===== src/rtl/bdemux_10_buf.sv =====
// ============================================================================
// bdemux_10_buf : buffered 1-to-4 demux; one 2-entry FIFO slot per destination.
// Optional feature macro: DEMUX_BROADCAST_EN (adds in_bcast, all-slot push).
// Revision: 1.0
// ============================================================================
`default_nettype none

module bdemux_10_buf #(
  parameter int WIDTH = 10
) (
  input  logic             clk,
  input  logic             rst_n,
  input  logic             in_valid,
  output logic             in_ready,
  input  logic [1:0]       in_sel,
  input  logic [WIDTH-1:0] in_data,
`ifdef DEMUX_BROADCAST_EN
  input  logic             in_bcast,
`endif
  output logic [3:0]       out_valid,
  input  logic [3:0]       out_ready,
  output logic [WIDTH-1:0] out_data_0,
  output logic [WIDTH-1:0] out_data_1,
  output logic [WIDTH-1:0] out_data_2,
  output logic [WIDTH-1:0] out_data_3
);

  typedef enum logic [1:0] {
    EMPTY = 2'd0,
    ONE   = 2'd1,
    FULL  = 2'd2
  } slot_state_e;

  slot_state_e      state_q [4];
  slot_state_e      state_d [4];
  logic [WIDTH-1:0] head_q  [4];
  logic [WIDTH-1:0] head_d  [4];
  logic [WIDTH-1:0] tail_q  [4];
  logic [WIDTH-1:0] tail_d  [4];

  logic [3:0] slot_open;
  logic [3:0] push;
  logic [3:0] pop;
  logic       bcast;

`ifdef DEMUX_BROADCAST_EN
  assign bcast = in_bcast;
`else
  assign bcast = 1'b0;
`endif

  // A broadcast is all-or-nothing, so every slot must be able to take the word.
  always_comb begin
    in_ready = 1'b0;
    if (rst_n) begin
      if (bcast) in_ready = &slot_open;
      else       in_ready = slot_open[in_sel];
    end
  end

  for (genvar i = 0; i < 4; i++) begin : g_slot
    assign slot_open[i] = (state_q[i] != FULL) || out_ready[i];
    assign out_valid[i] = (state_q[i] != EMPTY);
    assign pop[i]       = out_valid[i] && out_ready[i];
    assign push[i]      = in_valid && in_ready && (bcast || (in_sel == 2'(i)));

    always_comb begin
      state_d[i] = state_q[i];
      head_d[i]  = head_q[i];
      tail_d[i]  = tail_q[i];
      unique case (state_q[i])
        EMPTY: begin
          if (push[i]) begin
            state_d[i] = ONE;
            head_d[i]  = in_data;
          end
        end
        ONE: begin
          if (push[i] && !pop[i]) begin
            state_d[i] = FULL;
            tail_d[i]  = in_data;
          end else if (pop[i] && !push[i]) begin
            state_d[i] = EMPTY;
          end else if (push[i] && pop[i]) begin
            head_d[i]  = in_data;
          end
        end
        FULL: begin
          if (pop[i]) begin
            head_d[i] = tail_q[i];
            if (push[i]) tail_d[i]  = in_data;
            else         state_d[i] = ONE;
          end
        end
        default: state_d[i] = EMPTY;
      endcase
    end

    always_ff @(posedge clk or negedge rst_n) begin
      if (!rst_n) begin
        state_q[i] <= EMPTY;
        head_q[i]  <= '0;
        tail_q[i]  <= '0;
      end else begin
        state_q[i] <= state_d[i];
        head_q[i]  <= head_d[i];
        tail_q[i]  <= tail_d[i];
      end
    end
  end

  assign out_data_0 = head_q[0];
  assign out_data_1 = head_q[1];
  assign out_data_2 = head_q[2];
  assign out_data_3 = head_q[3];

endmodule

`default_nettype wire


===== config.mk =====
export PLATFORM = sky130hd
export DESIGN_NAME = bdemux_10_buf
export DESIGN_NICKNAME = d
export VERILOG_FILES = /design/src/rtl/bdemux_10_buf.sv
export SDC_FILE = /design/constraint.sdc
export NUM_CORES = 1
export LEC_CHECK = 0
export BUFFER_PORTS_ARGS = -buffer_cell sky130_fd_sc_hd__buf_2
export CAP_MARGIN = 40
export CORE_ASPECT_RATIO = 2
export CORE_MARGIN = 2
export CORE_UTILIZATION = 44
export CTS_BUF_LIST = sky130_fd_sc_hd__clkbuf_8
export CTS_CLUSTER_SIZE = 16
export DETAILED_ROUTE_END_ITERATION = 8
export PLACE_DENSITY = 0.76
export SLEW_MARGIN = 20
export SYNTH_ARGS = -nofsm -noshare
export SYNTH_HDL_FRONTEND = slang
export SYNTH_SLANG_ARGS = --single-unit

===== constraint.sdc =====
create_clock -name clk -period 3.6 [get_ports clk]
set_clock_uncertainty 0.2 [all_clocks]
set_input_delay 0.18 -clock clk [delete_from_list [all_inputs] [get_ports clk]]
set_output_delay 0.18 -clock clk [all_outputs]
set_load 0.02 [all_outputs]

Word-level counts from Yosys, hierarchy flattened
Cells that the tools add are included.
{"block": "word_totals", "register_bits": 88, "in_bits": 19, "output_inout_bits": 45, "word_cells": 189}
{"block": "op_classes", "n_lt_le_gt_ge": 1, "n_eq_ne": 51, "n_mux": 63, "n_reduce_logical": 62}
{"cell": "2-to-1 mux 10 bit", "n": 28}
{"cell": "case mux 10 bit (3 select lines)", "n": 4}
{"cell": "case mux 10 bit (2 select lines)", "n": 4}
{"cell": "inequality test 2 bit (second input constant)", "n": 36}
{"cell": "2-to-1 mux 2 bit", "n": 20}
{"cell": "AND reduction 4 bit", "n": 8}
{"cell": "case mux 2 bit (3 select lines)", "n": 4}
{"cell": "AND reduction 6 bit", "n": 4}
{"cell": "logical AND 1 bit", "n": 21}
{"cell": "nonzero test 2 bit", "n": 8}
{"cell": "equality test 2 bit (second input constant)", "n": 6}
{"cell": "inequality test 3 bit (second input constant)", "n": 4}
{"cell": "nonzero test 3 bit", "n": 4}
{"cell": "equality test 2 x 1 -> 1 bit (second input constant)", "n": 5}
{"cell": "logical NOT 2 bit", "n": 5}
{"cell": "logical NOT 1 bit", "n": 8}
{"cell": "logical OR 1 bit", "n": 4}
{"cell": "less-than comparator 2 x 3 -> 1 bit (second input constant)", "n": 1}
{"cell": "binary-select mux 1 bit (select 2 bit)", "n": 1}
{"cell": "2-to-1 mux 1 bit", "n": 2}

Logic depth before layout (Yosys ltp)
Gate-level depths: netlist of the first run.
{"block": "depth", "word_depth": 12, "mapped_depth": 11, "depth_no_buf": 9}

Worst setup path after synthesis of the first run
Ideal clock, no wire load.
{"block": "synth_path", "kind": "register to register", "startpoint": "register state_q[1] (netlist name)", "endpoint": "register head_q (netlist bit out_data_3[5])", "setup_ps": 128, "arrival_ps": 2416, "required_time_ps": 3272, "setup_slack_ps": 857, "path_stages_with_launch": 10, "synth_period_minus_slack_ps": 2743, "path_cell_list": "dfrtp_1 -> clkbuf_1 -> nor2b_1 -> clkbuf_1 -> a21o_1 -> inv_1 -> ha_1 -> o41ai_2 -> o31ai_4 -> mux2_1"}
{"block": "synth_via", "elab_chain_cells": 11, "word_cells_on_any_way": 25}
{"item": "start, declared", "line_no": "34", "rtl": "slot_state_e state_q [4];"}
{"item": "start signal, assigned by index", "line_no": "105", "rtl": "state_q[i] <= state_d[i];"}
{"item": "inequality test 2 bit", "line_no": "62", "rtl": "assign slot_open[i] = (state_q[i] != FULL) || out_ready[i];"}
{"item": "logical OR 1 bit", "line_no": "62"}
{"item": "binary-select mux 1 bit (select 2 bit)", "line_no": "57", "rtl": "else in_ready = slot_open[in_sel];"}
{"item": "2-to-1 mux 1 bit (implied by the code)", "line_no": "57"}
{"item": "2-to-1 mux 1 bit", "line_no": "55", "rtl": "if (rst_n) begin"}
{"item": "logical AND 1 bit (2 in a row)", "line_no": "65", "rtl": "assign push[i] = in_valid && in_ready && (bcast || (in_sel == 2'(i)));"}
{"item": "logical NOT 1 bit", "line_no": "82", "rtl": "end else if (pop[i] && !push[i]) begin"}
{"item": "logical AND 1 bit", "line_no": "82"}
{"item": "inequality test 2 bit (no line)"}
{"item": "AND reduction 6 bit (no line)"}
{"item": "end signal, assigned by index", "line_no": "106", "rtl": "head_q[i] <= head_d[i];"}
{"item": "end, declared", "line_no": "36", "rtl": "logic [WIDTH-1:0] head_q [4];"}
Parallel ways exist; a longest one is shown, timed or not. The select of a mux whose other input is x is not followed.
A chain may end at the register's enable or synchronous reset.

Final worst setup path of the first run
{"block": "layout_path", "startpoint": "input rst_n", "endpoint": "register tail_q[26] (netlist name)"}
{"block": "layout_via", "elab_chain_cells": 6, "word_cells_on_any_way": 7}
{"item": "start, declared", "line_no": "12", "rtl": "input logic rst_n,"}
{"item": "2-to-1 mux 1 bit *", "line_no": "55"}
{"item": "logical AND 1 bit * (2 in a row)", "line_no": "65"}
{"item": "logical AND 1 bit", "line_no": "79", "rtl": "if (push[i] && !pop[i]) begin"}
{"item": "inequality test 2 bit (no line)"}
{"item": "AND reduction 4 bit (no line) *"}
{"item": "end signal, assigned by index", "line_no": "107", "rtl": "tail_q[i] <= tail_d[i];"}
{"item": "end, declared", "line_no": "38", "rtl": "logic [WIDTH-1:0] tail_q [4];"}
Every way passes the cells marked *; elsewhere a longest branch is shown, timed or not.

==> impl_metrics.csv, run 1 <==
group,metric,value,unit
routing,drt_wl_total,10350,um
setup_path,critical_path_class,"in2reg",
final_layout,final-instance-count-excl-fill,592,
final_layout,post-route-util,52.35,%
sta,worst-slew-pin-transition,0.7369,ns
clock_tree,cts_buffers,9,
routing,num_vias,3270,
routing,remaining_drc_errors,0,
logic_synthesis,synth.ff_latch_count,88,
clock_tree,cts_setup_buffers,0,
global_routing,total_routing_usage_reported_by_global_routing,20.19,%
logic_synthesis,post_synth_main_area_contributors,"sky130_fd_sc_hd__dfrtp_1 (49%), sky130_fd_sc_hd__mux2_2 (11%), sky130_fd_sc_hd__nand2_1 (3.6%)",
place,dp.final_hpwl,7678,um
power,p_int,2.547,mW
power,p_switching,1.374,mW
setup_path,worst_path_buffer_plus_inverter_count,4,
floorplanning,ioPinCount,64,
final_layout,number_of_fillers_in_the_final_layout,920,
floorplanning,die_height,146.8,um
final_layout,areaGrowthSynthToFinish,16.93,%
global_routing,antenna_found_initial,0,
power,power.share.combinational,35.4,%
outcome,outcome,"finished, final reports clean",
setup_path,crit_path_start_kind,"input pin",
sta,timing_max_transition_violations_final,0,
power,irDropWorstVdd,405.0,uV
clock_tree,clock_latency,0.36,ns
logic_synthesis,synth_largest_area_cell,"sky130_fd_sc_hd__dfrtp_1",
final_layout,nets,483,
clock_tree,h-tree-depth,3,
setup_path,timing.rr.end,"out_data_2[8]",
logic_synthesis,synth-main-ff-cell,"sky130_fd_sc_hd__dfrtp_1",
setup_path,worst_r2r_startpoint,"state_q[2]",
routing,detailedRoute.firstIterationViolations,220,
sta,fmax_achieved,0.3315,GHz
setup_path,path_cells,"dlygate4sd3_1, buf_4, buf_4, and4b_2, nand2_1, inv_1, ha_1, nand2b_1, o22ai_2, mux2_2",
worst_hold_path,min_path_type,"in2async",
setup_path,crit_family,"buffers and inverters",
sta,timing.final.crit_period,3.017,ns
logic_synthesis,synthDistinctLibCells,53,
place,gp_congestion,0.8407,
routing,wl_per_cell,17.49,um
place,port_buf_inserts,63,
flow_run,max_cap_violations,0,
setup_path,timing.reg2reg.worst_path_depth,8,
logic_synthesis,postSynthCellCount,385,
floorplanning,design.die.area,11070,um^2
routing,drt_pass1_iterations,4,
sta,final_setup_viols,0,
logic_synthesis,synth_edf_count,0,
sta,setup_tns,0,ns
routing,route.antenna.remaining_nets,0,
floorplanning,initial_utilization,44.77,%
logic_synthesis,post_synthesis_average_cell_area,11.65,um^2
power,power_density,747.5,nW/um^2
power,power.total,3.921,mW
clock_tree,clkTransAtPathRegs,0.09,ns
routing,topRoutingLayerUsed,"met4",
logic_synthesis,yosysMostFrequentCell,"sky130_fd_sc_hd__dfrtp_1",
clock_tree,cts_tree,"done",
clock_tree,ctsRootBufferMaster,"sky130_fd_sc_hd__clkbuf_8",
clock_tree,cts_buffer_depth,2,
power,power.leakage,2.394,nW
logic_synthesis,netlist.area_leader.share,49.09,%
routing,dr_wl_met3,335,um
setup_path,cp_common_cell,"sky130_fd_sc_hd__buf_4",
global_routing,global_route.overflow_total,0,
place,placed_cells,568,
logic_synthesis,postSynth.asyncResetShare,100.0,%
logic_synthesis,syn_nets,416,
logic_synthesis,synthTopCellsByCount,"sky130_fd_sc_hd__dfrtp_1 (88), sky130_fd_sc_hd__mux2_2 (43), sky130_fd_sc_hd__nand2_1 (43)",
setup_path,reg2reg_setup_slack,0.71,ns
setup_path,worst_ep_required_time,3.64,ns
clock_tree,tritoncts_num_sinks,88,
final_layout,diodes,0,
sta,grt_setup_unrepaired,"false",
global_routing,pin_count_of_the_biggest_net_entering_global_routing,48,
power,clock_power_share,20.7,%
routing,post_drt_via_cell_ratio,5.524,
setup_path,cp_max_fo,47,
power,sequentialPowerShare,43.9,%
logic_synthesis,netlist_area,4486,um^2
sta,max_slew_margin,50.77,%
floorplanning,design.core.area,10020,um^2
sta,final-hold-violation-count,0,
setup_path,setup.worst_path.start,"rst_n",
power,sw_frac_of_total,35.04,%
floorplanning,placement_rows,52,
logic_synthesis,synth-warning-count,0,
final_layout,layout-drive-gt1-share,35.45,%
setup_path,cpMaxStageDelayCell,"sky130_fd_sc_hd__dlygate4sd3_1",
setup_path,cp_data_arrival_time,3.06,ns
global_routing,vias_in_the_first_global_route,3484,
setup_path,crit_path_capture_type,"register",
setup_path,stage_delay_of_the_slowest_cell_on_the_critical_path,0.54,ns
routing,route.layer.met1.wl,4085,um
logic_synthesis,synth_sequential_area_ratio,49.09,%
routing,wl_met2,5612,um
floorplanning,dieWidth,75.40,um
global_routing,global_route_wire_length_before_repair,17050,um
sta,min_period_over_period,83.80,%
metal layers:
metal / GRT usage, % / vias to the layer above
li1: - / 1552
met1: 24.21 / 1628
met2: 34.35 / 69
met3: 3.704 / 21
met4: 8.421 / 0
met5: 0 / -
power groups by stage:
stage / Clock [mW] / Combinational [mW] / Sequential, mW
final: 0.812 / 1.39 / 1.72
after global routing: 0.869 / 1.50 / 1.78
after CTS: 0.828 / 1.41 / 1.72
after detailed placement: 0 / 1.40 / 1.74
after global placement: 0 / 1.36 / 1.72
after floorplan: 0 / 0.732 / 1.91
cells in the final DEF (no fill, tap or decap), types with 2 or more instances in the layout:
cell type / count
sky130_fd_sc_hd__clkbuf_8: 9
sky130_fd_sc_hd__o21a_1: 13
sky130_fd_sc_hd__nor2b_1: 6
sky130_fd_sc_hd__o31ai_4: 2
sky130_fd_sc_hd__nor3b_1: 3
sky130_fd_sc_hd__or3_1: 10
sky130_fd_sc_hd__nand3_1: 3
sky130_fd_sc_hd__nand3b_1: 4
sky130_fd_sc_hd__nand2_1: 43
sky130_fd_sc_hd__dfrtp_1: 88
sky130_fd_sc_hd__buf_2: 62
sky130_fd_sc_hd__or2_2: 9
sky130_fd_sc_hd__a21oi_1: 7
sky130_fd_sc_hd__o32a_1: 10
sky130_fd_sc_hd__nand2b_1: 7
sky130_fd_sc_hd__mux2_2: 43
sky130_fd_sc_hd__o22ai_1: 2
sky130_fd_sc_hd__bufinv_16: 3
sky130_fd_sc_hd__and2_1: 12
sky130_fd_sc_hd__mux2i_1: 6
sky130_fd_sc_hd__o21ai_0: 8
sky130_fd_sc_hd__ha_1: 12
sky130_fd_sc_hd__buf_4: 6
sky130_fd_sc_hd__o221a_2: 10
sky130_fd_sc_hd__o22ai_2: 2
sky130_fd_sc_hd__inv_1: 13
sky130_fd_sc_hd__nor2_1: 11
sky130_fd_sc_hd__dlygate4sd3_1: 8
sky130_fd_sc_hd__o31ai_1: 4
sky130_fd_sc_hd__clkinv_4: 2
sky130_fd_sc_hd__a221o_1: 13
worst max-delay path by stage:
stage                          endpoint  slack, ns  cells past startpoint
final                        tail_q[26]       0.58                     10
after floorplan           out_data_3[5]       0.86                      9
after global routing         tail_q[20]       0.32                     10
after CTS                    tail_q[20]       0.51                     10
after global placement       tail_q[22]       0.82                      9
after detailed placement  out_data_2[8]       0.70                      8
layout make-up:
type                            instances  area (um^2)  area share, %
Clock inverter                          7        120.1          2.290
Timing Repair Buffer                   76        435.4          8.302
Multi-Input combinational cell        264         2146          40.91
Clock buffer                            9        123.9          2.362
Sequential cell                        88         2202          41.98
Inverter                               13        48.80         0.9303
Tap cell                              135        168.9          3.220
metrics by stage:
| step | instance area [um^2] | worst slack [ns] | hold WS, ns |
|---|---|---|---|
| after floorplan | 4486 | 0.8565 | -0.3156 |
| after detailed placement | 4921 | 0.6964 | -0.1903 |
| after global routing | 5245 | 0.3157 | 0.01222 |
| after CTS | 5235 | 0.5143 | 0.0001105 |
| after global placement | 4921 | 0.8231 | -0.1953 |
| final | 5245 | 0.5831 | 0.001173 |
worst register-to-register path, stage by stage (launching register included):
cell                        delay, ns
sky130_fd_sc_hd__dfrtp_1         0.55
sky130_fd_sc_hd__nand2b_1        0.21
sky130_fd_sc_hd__o2111a_1        0.38
sky130_fd_sc_hd__ha_1            0.28
sky130_fd_sc_hd__nand4bb_1       0.14
sky130_fd_sc_hd__o21ai_0         0.09
sky130_fd_sc_hd__buf_4           0.21
sky130_fd_sc_hd__o21bai_1        0.59
sky130_fd_sc_hd__o21a_1          0.20
state kept, by name (all words and copies together), names as in the netlist:
signal and cells:
tail_q 40, state_q 8, out_data_3 10, out_data_1 10, out_data_2 10, out_data_0 10
logic make-up after synthesis:
group,Yosys count,share of synthesized area [%]
AND/OR/NAND/NOR,120,15.45
adder cells (fa/ha/maj),12,3.347
multiplexers,50,12.38
buffers and inverters,33,3.068
flip-flops,88,49.09
AO/OA/AOI/OAI,82,16.65
what timing repair did:
item                                   in CTS  in global routing
endpoints found under the hold margin      96                  1
gates resized for setup                     0                  0
hold buffers                                7                  1
setup endpoints to repair                   0                  0
Note: power is estimated with default switching activity, not from simulation.
==> run 2, diff against run 1 <==
Settings changed: ABC_AREA from default to 1, PLACE_DENSITY 0.76 to 0.78.
Clock period 3.6 ns to 2.7 ns, I/O delays scaled along.
==> impl_metrics.csv, run 2 <==
group,metric,value,unit
routing,route.antenna.remaining_nets,0,
clock_tree,clkTransAtPathRegs,0.09,ns
routing,num_vias,3994,
floorplanning,design.die.area,11340,um^2
logic_synthesis,synth_edf_count,0,
setup_path,critical_path_class,"reg2reg",
setup_path,worst_path_buffer_plus_inverter_count,4,
sta,worst-slew-pin-transition,0.5624,ns
final_layout,multi_input_comb_area,2078,um^2
global_routing,vias_in_the_first_global_route,3943,
floorplanning,placement_rows,52,
logic_synthesis,syn_nets,601,
place,detailed_place.area,5035,um^2
final_layout,nets,680,
sta,fmax_achieved,0.3927,GHz
logic_synthesis,yosysMostFrequentCell,"sky130_fd_sc_hd__nand2_1",
sta,final-hold-violation-count,0,
final_layout,max_flop_register,"tail_q",
clock_tree,cts_buffer_depth,2,
final_layout,layout-drive-gt1-share,23.09,%
final_layout,final_design_area_no_fill,5480,um^2
logic_synthesis,synth-main-ff-cell,"sky130_fd_sc_hd__dfrtp_1",
sta,timing_max_transition_violations_final,0,
routing,detailedRoute.firstIterationViolations,305,
clock_tree,cts_buffers,9,
sta,timing.final.crit_period,2.546,ns
global_routing,global_route.overflow_total,0,
setup_path,cp_data_arrival_time,2.64,ns
setup_path,crit_path_capture_type,"register",
flow_run,max_cap_violations,0,
global_routing,antenna_found_initial,0,
final_layout,post-route-util,53.99,%
logic_synthesis,netlist_area,4601,um^2
logic_synthesis,synth_sequential_area_ratio,47.87,%
logic_synthesis,netlist.area_leader.share,47.87,%
floorplanning,ioPinCount,64,
setup_path,timing.rr.end,"out_data_0[1]",
logic_synthesis,post_synth_main_area_contributors,"sky130_fd_sc_hd__dfrtp_1 (48%), sky130_fd_sc_hd__nand2_1 (16%), sky130_fd_sc_hd__o21ai_0 (5.1%)",
routing,remaining_drc_errors,0,
final_layout,final-instance-count-excl-fill,789,
place,gp_congestion,0.8888,
setup_path,stage_delay_of_the_slowest_cell_on_the_critical_path,0.44,ns
logic_synthesis,postSynth.asyncResetShare,100.0,%
place,placed_cells,752,
sta,min_period_over_period,94.31,%
routing,drt_pass1_iterations,5,
logic_synthesis,postSynthCellCount,570,
global_routing,pin_count_of_the_biggest_net_entering_global_routing,62,
setup_path,cpMaxStageDelayCell,"sky130_fd_sc_hd__dfrtp_1",
power,power.leakage,2.962,nW
routing,wl_per_cell,13.41,um
setup_path,crit_family,"simple AND/OR/NAND/NOR gates",
logic_synthesis,synth.ff_latch_count,88,
power,irDropWorstVdd,576.8,uV
floorplanning,dieWidth,76.31,um
clock_tree,cts_tree,"done",
logic_synthesis,synthTopCellsByCount,"sky130_fd_sc_hd__nand2_1 (198), sky130_fd_sc_hd__dfrtp_1 (88), sky130_fd_sc_hd__inv_1 (55)",
final_layout,areaGrowthSynthToFinish,19.12,%
sta,final_setup_viols,0,
outcome,outcome,"finished, final reports clean",
final_layout,number_of_fillers_in_the_final_layout,972,
setup_path,cp_max_fo,7,
logic_synthesis,synth-warning-count,0,
routing,post_drt_via_cell_ratio,5.062,
setup_path,worst_r2r_startpoint,"state_q[3]",
logic_synthesis,post_synthesis_average_cell_area,8.071,um^2
final_layout,largest_register_ffs,40,
floorplanning,initial_utilization,45.33,%
place,port_buf_inserts,63,
final_layout,diodes,0,
worst_hold_path,min_path_type,"in2async",
floorplanning,design.core.area,10150,um^2
clock_tree,tritoncts_num_sinks,88,
clock_tree,ctsRootBufferMaster,"sky130_fd_sc_hd__clkbuf_8",
setup_path,path_cells,"inv_2, nor2_4, nand3_1, nand3_2, nor2_8, nand3_2, inv_1, ha_1, nand2_1, o31ai_2, buf_4, buf_4, nand3_1, nand2_1",
logic_synthesis,synthDistinctLibCells,27,
setup_path,timing.reg2reg.worst_path_depth,14,
clock_tree,h-tree-depth,3,
final_layout,layout.cells.most_common,"sky130_fd_sc_hd__nand2_1",
setup_path,reg2reg_setup_slack,0.15,ns
setup_path,crit_path_start_kind,"register",
clock_tree,clock_latency,0.36,ns
place,dp.final_hpwl,8037,um
sta,setup_tns,0,ns
final_layout,most-common-layout-cells,"sky130_fd_sc_hd__nand2_1 (196), sky130_fd_sc_hd__dfrtp_1 (88), sky130_fd_sc_hd__buf_2 (62)",
logic_synthesis,synth_largest_area_cell,"sky130_fd_sc_hd__dfrtp_1",
sta,max_slew_margin,62.42,%
global_routing,total_routing_usage_reported_by_global_routing,19.41,%
setup_path,worst_ep_required_time,2.79,ns
floorplanning,die_height,148.6,um
power,power_density,1023,nW/um^2
final_layout,regArea,2202,um^2
routing,drt_wl_total,10580,um
global_routing,global_route_wire_length_before_repair,17860,um
## run 2: cells by family (layout without fill, tap and decap cells)
group / Yosys count / after routing / synth area share (%)
AND/OR/NAND/NOR: 296 / 296 / 29.32
AO/OA/AOI/OAI: 88 / 88 / 11.45
flip-flops: 88 / 88 / 47.87
buffers and inverters: 86 / 170 / 8.104
adder cells (fa/ha/maj): 12 / 12 / 3.263
## run 2: worst max path at each step
stage | startpoint | end | slack, ns | cells after the start
after floorplan | state_q[7] | out_data_0[0] | 0.33 | 13
after global placement | state_q[3] | out_data_3[9] | 0.18 | 14
after detailed placement | state_q[3] | out_data_3[5] | 0.04 | 14
after CTS | state_q[3] | out_data_3[7] | 0.005 | 14
after global routing | state_q[7] | tail_q[22] | -0.03 | 12
final | state_q[3] | out_data_0[1] | 0.15 | 14
## run 2: cell type report
| cell class | instances | share of cell area (%) |
|---|---|---|
| repair buffers | 96 | 11.46 |
| multi-input cells | 396 | 37.92 |
| clock inverters | 4 | 0.3653 |
| inverters | 58 | 3.973 |
| well taps | 135 | 3.082 |
| flip-flops and latches | 88 | 40.18 |
| clock buffers | 12 | 3.014 |
## run 2: worst min-delay path, cell delays in order
cell,delay (ns)
sky130_fd_sc_hd__dlygate4sd3_1,0.52
sky130_fd_sc_hd__buf_4,0.13
sky130_fd_sc_hd__buf_4,0.16
## run 2: repair_timing
action / CTS / global route
hold endpoints to repair: 120 / 0
resized for setup: 0 / 12
setup endpoints to repair: 0 / 64
hold buffers: 12 / 0
setup buffers: 0 / 8
## run 2: through the flow
| step | setup slack [ns] | total power, mW | hold slack, ns |
|---|---|---|---|
| 2_1_floorplan | 0.3345 | 3.951 | -0.3606 |
| 3_3_place_gp | 0.1758 | 4.531 | -0.007840 |
| 3_5_place_dp | 0.04350 | 4.639 | -0.004796 |
| 4_1_cts | 0.004774 | 5.506 | 0.09757 |
| 5_1_grt | -0.02742 | 6.046 | 0.06349 |
| 6_report | 0.1537 | 5.604 | 0.04566 |
## run 2: report_power, final
part           switching, mW  internal, mW
Sequential             0.315          1.93
Clock                  0.448         0.402
Combinational           1.62         0.884
Total                   2.39          3.22
## run 2: routing by layer
layer	global-route usage (%)	vias up	part of all wire, %
met5	0	-	0
li1	-	2006	-
met1	20.97	1863	38
met2	35.80	93	54
met3	3.459	32	3.8
met4	10.00	0	4.2
